**src/rtl/mem_arbiter.sv**
```systemverilog
// Shares the single RAM port between instruction fetch and data access with data priority and a hang timeout.
// Define ARB_STARVE_GUARD_EN to bound instruction-fetch starvation under continuous data traffic.
module mem_arbiter #(
`ifdef ARB_STARVE_GUARD_EN
  parameter int unsigned STARVE_LIMIT = 4,
`endif
  parameter int unsigned TIMEOUT      = 255
) (
  input  logic        CLK,
  input  logic        RST,
  input  logic        iREN,
  input  logic [31:0] iaddr,
  output logic        iwait,
  output logic [31:0] iload,
  input  logic        dREN,
  input  logic        dWEN,
  input  logic [31:0] daddr,
  input  logic [31:0] dstore,
  output logic        dwait,
  output logic [31:0] dload,
  output logic        err,
  output logic        ramREN,
  output logic        ramWEN,
  output logic [31:0] ramaddr,
  output logic [31:0] ramstore,
  input  logic [31:0] ramload,
  input  logic [1:0]  ramstate
);

  typedef enum logic [1:0] {
    IDLE  = 2'd0,
    ISERV = 2'd1,
    DSERV = 2'd2
  } state_t;

  localparam logic [1:0] RS_ACCESS = 2'd2;
  localparam logic [1:0] RS_ERROR  = 2'd3;
  localparam logic [7:0] TIMEOUT_C = 8'(TIMEOUT);

  state_t     state_q, state_d;
  logic [7:0] timer_q, timer_d;

  logic in_serv;
  logic access_hit;
  logic abort_hit;
  logic done;
  logic d_req;
  logic inst_first;

  assign d_req      = dREN | dWEN;
  assign in_serv    = (state_q != IDLE);
  assign access_hit = in_serv & (ramstate == RS_ACCESS);
  // ACCESS beats a coincident timeout so valid data is never discarded.
  assign abort_hit  = in_serv & ~access_hit &
                      ((ramstate == RS_ERROR) | (timer_q == TIMEOUT_C));
  assign done       = access_hit | abort_hit;

`ifdef ARB_STARVE_GUARD_EN
  logic [3:0] starve_q, starve_d;

  assign inst_first = iREN & (starve_q == 4'(STARVE_LIMIT));

  always_comb begin
    starve_d = starve_q;
    if (state_q == IDLE) begin
      if (state_d == ISERV) begin
        starve_d = 4'd0;
      end else if ((state_d == DSERV) && iREN && (starve_q != 4'hF)) begin
        starve_d = starve_q + 4'd1;
      end
    end
  end
`else
  assign inst_first = 1'b0;
`endif

  always_comb begin
    state_d = state_q;
    case (state_q)
      IDLE: begin
        if (inst_first) begin
          state_d = ISERV;
        end else if (d_req) begin
          state_d = DSERV;
        end else if (iREN) begin
          state_d = ISERV;
        end
      end
      ISERV, DSERV: begin
        if (done) begin
          state_d = IDLE;
        end
      end
      default: state_d = IDLE;
    endcase
  end

  // Timer restarts at every grant and saturates instead of wrapping.
  always_comb begin
    timer_d = 8'd0;
    if (in_serv && !done) begin
      timer_d = (timer_q == 8'hFF) ? timer_q : timer_q + 8'd1;
    end
  end

  always_ff @(posedge CLK or posedge RST) begin
    if (RST) begin
      state_q  <= IDLE;
      timer_q  <= 8'd0;
`ifdef ARB_STARVE_GUARD_EN
      starve_q <= 4'd0;
`endif
    end else begin
      state_q  <= state_d;
      timer_q  <= timer_d;
`ifdef ARB_STARVE_GUARD_EN
      starve_q <= starve_d;
`endif
    end
  end

  always_comb begin
    ramREN   = 1'b0;
    ramWEN   = 1'b0;
    ramaddr  = 32'd0;
    ramstore = 32'd0;
    case (state_q)
      ISERV: begin
        ramREN  = 1'b1;
        ramaddr = iaddr;
      end
      DSERV: begin
        ramREN   = dREN;
        ramWEN   = dWEN;
        ramaddr  = daddr;
        ramstore = dstore;
      end
      default: ;
    endcase
  end

  assign iwait = iREN  & ~((state_q == ISERV) & done);
  assign dwait = d_req & ~((state_q == DSERV) & done);
  assign iload = ((state_q == ISERV) && access_hit) ? ramload : 32'd0;
  assign dload = ((state_q == DSERV) && access_hit) ? ramload : 32'd0;
  assign err   = abort_hit;

endmodule
```
**config.mk**
```make
export PLATFORM = sky130hd
export DESIGN_NAME = mem_arbiter
export DESIGN_NICKNAME = d
export VERILOG_FILES = /design/src/rtl/mem_arbiter.sv
export SDC_FILE = /design/constraint.sdc
export NUM_CORES = 1
export LEC_CHECK = 0
export ABC_AREA = 1
export CELL_PAD_IN_SITES_DETAIL_PLACEMENT = 0
export CELL_PAD_IN_SITES_GLOBAL_PLACEMENT = 1
export CORE_AREA = 2 2 118 120
export CTS_BUF_LIST = sky130_fd_sc_hd__clkbuf_2
export DETAILED_ROUTE_END_ITERATION = 10
export DIE_AREA = 0 0 120 122
export PLACE_DENSITY_LB_ADDON = 0.1
export SETUP_SLACK_MARGIN = 0.4
export SLEW_MARGIN = 20
export SYNTH_ARGS = -nofsm -noshare
export SYNTH_HDL_FRONTEND = slang
export SYNTH_SLANG_ARGS = --single-unit
```
**constraint.sdc**
```tcl
create_clock -name CLK -period 2.9 [get_ports CLK]
set_input_delay 0.435 -clock CLK [delete_from_list [all_inputs] [get_ports CLK]]
set_output_delay 0.435 -clock CLK [all_outputs]
set_load 0.03 [all_outputs]
```
After elaboration in Yosys (flattened, before gate mapping). Index checks and enable logic that the tools add are counted.

Register bits after elaboration: 10. Input port bits: 135. Output and inout bits: 133. Word-level logic and storage cells: 44.

$add $sub $neg: 1. Eq/ne operators: 8. Muxes and demuxes: 12. Bitwise operators: 13. Reduce and logical (&&, ||, !) cells: 8.

Operators with widths (count): 2-to-1 mux 32 bit (3); one-hot mux 32 bit (2 select lines) (1); 2-to-1 mux 8 bit (2); adder 8 x 1 -> 8 bit, second input constant (1); equality test 8 bit, second input constant (1); AND 1 bit (7); equality test 2 bit, second input constant (3); 2-to-1 mux 2 bit (3); inequality test 2 bit, second input constant (2); one-hot mux 2 bit (2 select lines) (1); logical AND 1 bit (3); inequality test 3 bit, second input constant (1); inverter 1 bit (3); OR 1 bit (3); equality test 2 x 1 -> 1 bit, second input constant (1); zero test 2 bit (1); one-hot mux 1 bit (2 select lines) (1); AND reduction 2 bit (1); nonzero test 2 bit (1); OR reduction 2 bit (1); zero test 1 bit (1); 2-to-1 mux 1 bit (1).

Logic depth before layout (Yosys ltp).
Word-level depth: 9. Gate-level depth with buffers: 10. Gate-level depth less buffers: 10.

Least setup slack after synthesis. Ideal clock, no wire load.

Kind: register to output. Start point: register state_q[0]. End point: output port ramaddr[10]. Data arrival time: 1599 ps. Required time: 2465 ps. Path slack: 866 ps. Cell stages (with the launch flop): 6. Path buffers: 1. Cell sequence: dfrtp_1 > inv_1 > ha_1 > clkinv_1 > clkbuf_1 > a21oi_1.

Longest elaborated chain between the ends: 2. Elaborated cells between the ends (all ways): 3. Classes of those cells: 2 x eq/ne; 1 x mux.

Ends and longest elaborated chain: start, declared (RTL line 40) `state_t state_q, state_d;`; start signal, assigned (RTL line 114) `state_q <= state_d;`; equality test 2 bit or equality test 2 x 1 -> 1 bit (tied branches) (RTL line 127) `case (state_q)`; one-hot mux 32 bit (2 select lines) (*) (RTL line 127); end, declared (RTL line 24) `output logic [31:0] ramaddr,`.

Every way passes the cells marked *; elsewhere a longest branch is shown, timed or not.

Final worst setup path.
Start point: input port ramstate[1]. End point: output port dload[12].

Longest elaborated chain between the ends: 4.

Ends and longest elaborated chain: start, declared (RTL line 27) `input logic [1:0] ramstate`; equality test 2 bit (RTL line 52) `assign access_hit = in_serv & (ramstate == RS_ACCESS);`; AND 1 bit (RTL line 52); logical AND 1 bit (RTL line 145) `assign dload = ((state_q == DSERV) && access_hit) ? ramload : 32'd0;`; 2-to-1 mux 32 bit (RTL line 145); end, declared (RTL line 20) `output logic [31:0] dload,`.

Every way passes these cells.

==> flow_summary_export.csv <==
group,metric,value,unit
floorplanning,ios,268,
run_status,status,"completed",
logic_synthesis,yosysSeqAreaShare,13.55,%
detailed_routing,wire_per_inst,13.69,microns
floorplanning,core,13500,sq um
hold_path,worstHoldPathType,"in -> async",
logic_synthesis,yosysUniqueCellTypes,26,
power,ir_drop,323.8,uV
clock_network,cts_sinks,10,
global_route,grt_overflow,0,
clock_network,clk_path_buf_depth,2,
detailed_routing,route.vias.total,2975,
logic_synthesis,synthCells,358,
setup_path,cp_data_arrival_time,1.97,ns
floorplanning,start_util,13.68,%
place,dp.cells,790,
logic_synthesis,yosysWarnings,0,
detailed_routing,drcViolationCount,0,
flow_run,drv_cap,0,
sta,fmax,0.4162,GHz
sta,tightest_slew,0.4103,ns
detailed_routing,wl,10.90,mm
logic_synthesis,syn-num-nets,497,
place,io_buffers,267,
sta,hold_viol_final,0,
floorplanning,die_w,120,microns
detailed_routing,viasPerCell,3.737,
setup_path,r2r_cells,8,
clock_network,clk_pin_slew,0.11,ns
setup_path,r2r-start,"state_q[1]$_DFFE_PP0P_",
cells_and_area,drive_gt1_share,23.05,%
detailed_routing,drtPass1Iterations,5,
setup_path,r2r_slack,1.49,ns
global_route,grt_pass1_vias,2704,
global_route,grt_pass1_wl,14.95,mm
setup_path,cp_slowest_cell,"clkdlybuf4s50_1",
cells_and_area,seq_area,250.2,sq um
sta,fin_setup_tns,0,ns
logic_synthesis,synth_top_area_share,22.15,%
cells_and_area,areaGrowthSynthToFinish,138.0,%
clock_network,cts.htree.levels,1,
cells_and_area,multi_input_area,1177,sq um
global_route,grt_usage,13.24,%
clock_network,worstSkewPairLatency,0.25,ns
cells_and_area,fillers,1519,
logic_synthesis,synth_edf_count,0,
sta,post-route-min-period,2.403,ns
setup_path,cp_cell_sequence,"clkdlybuf4s50_1, inv_2, nor3_4, buf_4, nand2_8, nor2_2, clkdlybuf4s15_1",
setup_path,endpoint_kind,"output pin",
sta,layout_setup_ws,0.4972,ns
setup_path,timing.rr.end,"state_q[0]$_DFFE_PP0P_",
place,place_congestion,0.7744,
floorplanning,die_h,122,microns
floorplanning,fp-row-count,43,
logic_synthesis,async_flop_share,100.0,%
place,hpwlAfterDp,9.429,mm
logic_synthesis,avgSynthCellArea,5.159,sq um
cells_and_area,fin_nets,756,
cells_and_area,antenna_cells,0,
clock_network,cts_buffers,3,
clock_network,root_buffer,"clkbuf_2",
sta,rsz0062_at_grt,"yes",
floorplanning,dieArea,14640,sq um
global_route,antenna_found_initial,0,
power,p_leak,2.470,nW
clock_network,cts_tree,"done",
logic_synthesis,synth-seq-cells,10,
sta,slew_headroom,72.65,%
setup_path,crit_type,"in -> out",
sta,setup_violations,0,
logic_synthesis,synth_area,1847,sq um
place,pre_cts_ws,0.1129,ns
global_route,grt_max_degree,35,
logic_synthesis,ys.flop_type,"dfrtp_1",
setup_path,max_stage_delay,0.48,ns
power,p_per_area,555.3,nW/um^2
sta,fin_crit_sh,82.86,%
setup_path,startpoint_type,"primary input",
sta,finClkSkew,0.009375,ns
logic_synthesis,synth.area.top_cells,"nand2_1 (22%), inv_1 (15%), dfrtp_1 (14%)",
detailed_routing,ant_nets,0,
cells_and_area,fin_cells,796,
setup_path,cp_data_required_time,2.47,ns
sta,slew_viol_final,0,
logic_synthesis,yosysTopAreaCell,"nand2_1",
detailed_routing,drt_iter0_drc,51,
setup_path,path_max_fanout,32,
-- per-layer routing --
layer  global-route usage [%]  share of wire, %
met1                    14.02                36
met2                    26.81                54
met3                    3.184               9.2
met5                        0                 0
met4                    1.691              0.83
-- logic make-up (layout without fill, tap and decap cells) --
logic type | count (synthesis) | in the layout | share of synthesized area, %
simple gates | 204 | 204 | 48.64
buf+inv | 100 | 358 | 23.78
xor+xnor | 2 | 2 | 0.9487
compound gates | 38 | 38 | 10.37
flops | 10 | 10 | 13.55
fa+ha+maj | 4 | 4 | 2.710
-- state kept, by name (all words and copies together), names as in the netlist --
register	cells
state_q	2
timer_q	8
-- cell usage after synthesis, types with 4 or more instances --
| library cell | n |
|---|---|
| nand2_1 | 109 |
| inv_1 | 76 |
| nor2_1 | 58 |
| a21oi_1 | 35 |
| nor2_2 | 17 |
| buf_2 | 11 |
| dfrtp_1 | 10 |
| buf_6 | 6 |
| nand3_1 | 6 |
| nand2_4 | 5 |
| ha_1 | 4 |
| nand2_2 | 4 |
-- timing repair --
item                                    in CTS  in global routing
gates cloned                                 0                  0
endpoints found under the setup margin      86                 70
setup buffers                                0                  2
resized for setup                           69                 68
hold buffers                                 0                  0
pin swaps                                    0                  1
-- final cells by class --
cell class	count	area share, %
clock buffers	3	0.3416
clock inverters	1	0.08540
inverters	79	6.746
multi-input cells	248	26.79
flip-flops and latches	10	5.693
well taps	180	5.124
repair buffers	275	55.22
-- worst max-delay path: cells and delay by family --
kind | cells | cell delay (ns)
buf+inv | 4 | 1.08
simple gates | 3 | 0.43
-- through the flow --
step           utilization (%)  total power (W)  hold slack (ns)  instance area [sq um]
4_1_cts                  33.06         0.002479           0.4493                   4464
5_1_grt                  32.55         0.002634           0.4463                   4395
3_3_place_gp             33.41         0.002486           0.4546                   4512
2_1_floorplan                -         0.001515           0.2752                   1847
3_5_place_dp             33.41         0.002482           0.4565                   4512
6_report                 32.55         0.002441           0.4555                   4395
-- power breakdown --
group / total (W) / switching [W] / internal, W
Clock: 0.0000772 / 0.0000472 / 0.0000300
Combinational: 0.00218 / 0.00142 / 0.000762
Sequential: 0.000182 / 0.0000185 / 0.000163
Total: 0.00244 / 0.00149 / 0.000956
-- layout by cell type, fill, tap and decap left out --
| cell type | count |
|---|---|
| nor3_4 | 1 |
| clkbuf_2 | 33 |
| nand2_1 | 109 |
| nand3_1 | 6 |
| nor2_2 | 17 |
| nor3_2 | 2 |
| o21ai_1 | 1 |
| dlymetal6s2s_1 | 4 |
| buf_6 | 1 |
| nor2_1 | 58 |
| inv_2 | 3 |
| a21oi_1 | 35 |
| clkdlybuf4s15_2 | 1 |
| buf_4 | 69 |
| nor2_4 | 1 |
| inv_1 | 75 |
| nand2_4 | 3 |
| or2_2 | 1 |
| dfrtp_1 | 10 |
| nand2_2 | 4 |
| nand2_8 | 2 |
| dlygate4sd2_1 | 32 |
| buf_8 | 1 |
| clkdlybuf4s15_1 | 1 |
| xnor2_1 | 1 |
| buf_12 | 2 |
| a31oi_1 | 1 |
| xor2_1 | 1 |
| o21ai_0 | 1 |
| clkdlybuf4s50_1 | 134 |
| ha_1 | 3 |
| ha_2 | 1 |
| clkinv_1 | 2 |
-- worst max path at each step --
stage	start	to
4_1_cts	state_q[1]$_DFFE_PP0P_	dload[10]
2_1_floorplan	state_q[0]$_DFFE_PP0P_	ramaddr[10]
3_3_place_gp	ramstate[1]	dload[2]
6_report	ramstate[1]	dload[12]
5_1_grt	state_q[0]$_DFFE_PP0P_	ramaddr[24]
3_5_place_dp	ramstate[1]	dload[10]
Power figures use the tool's default switching activity.
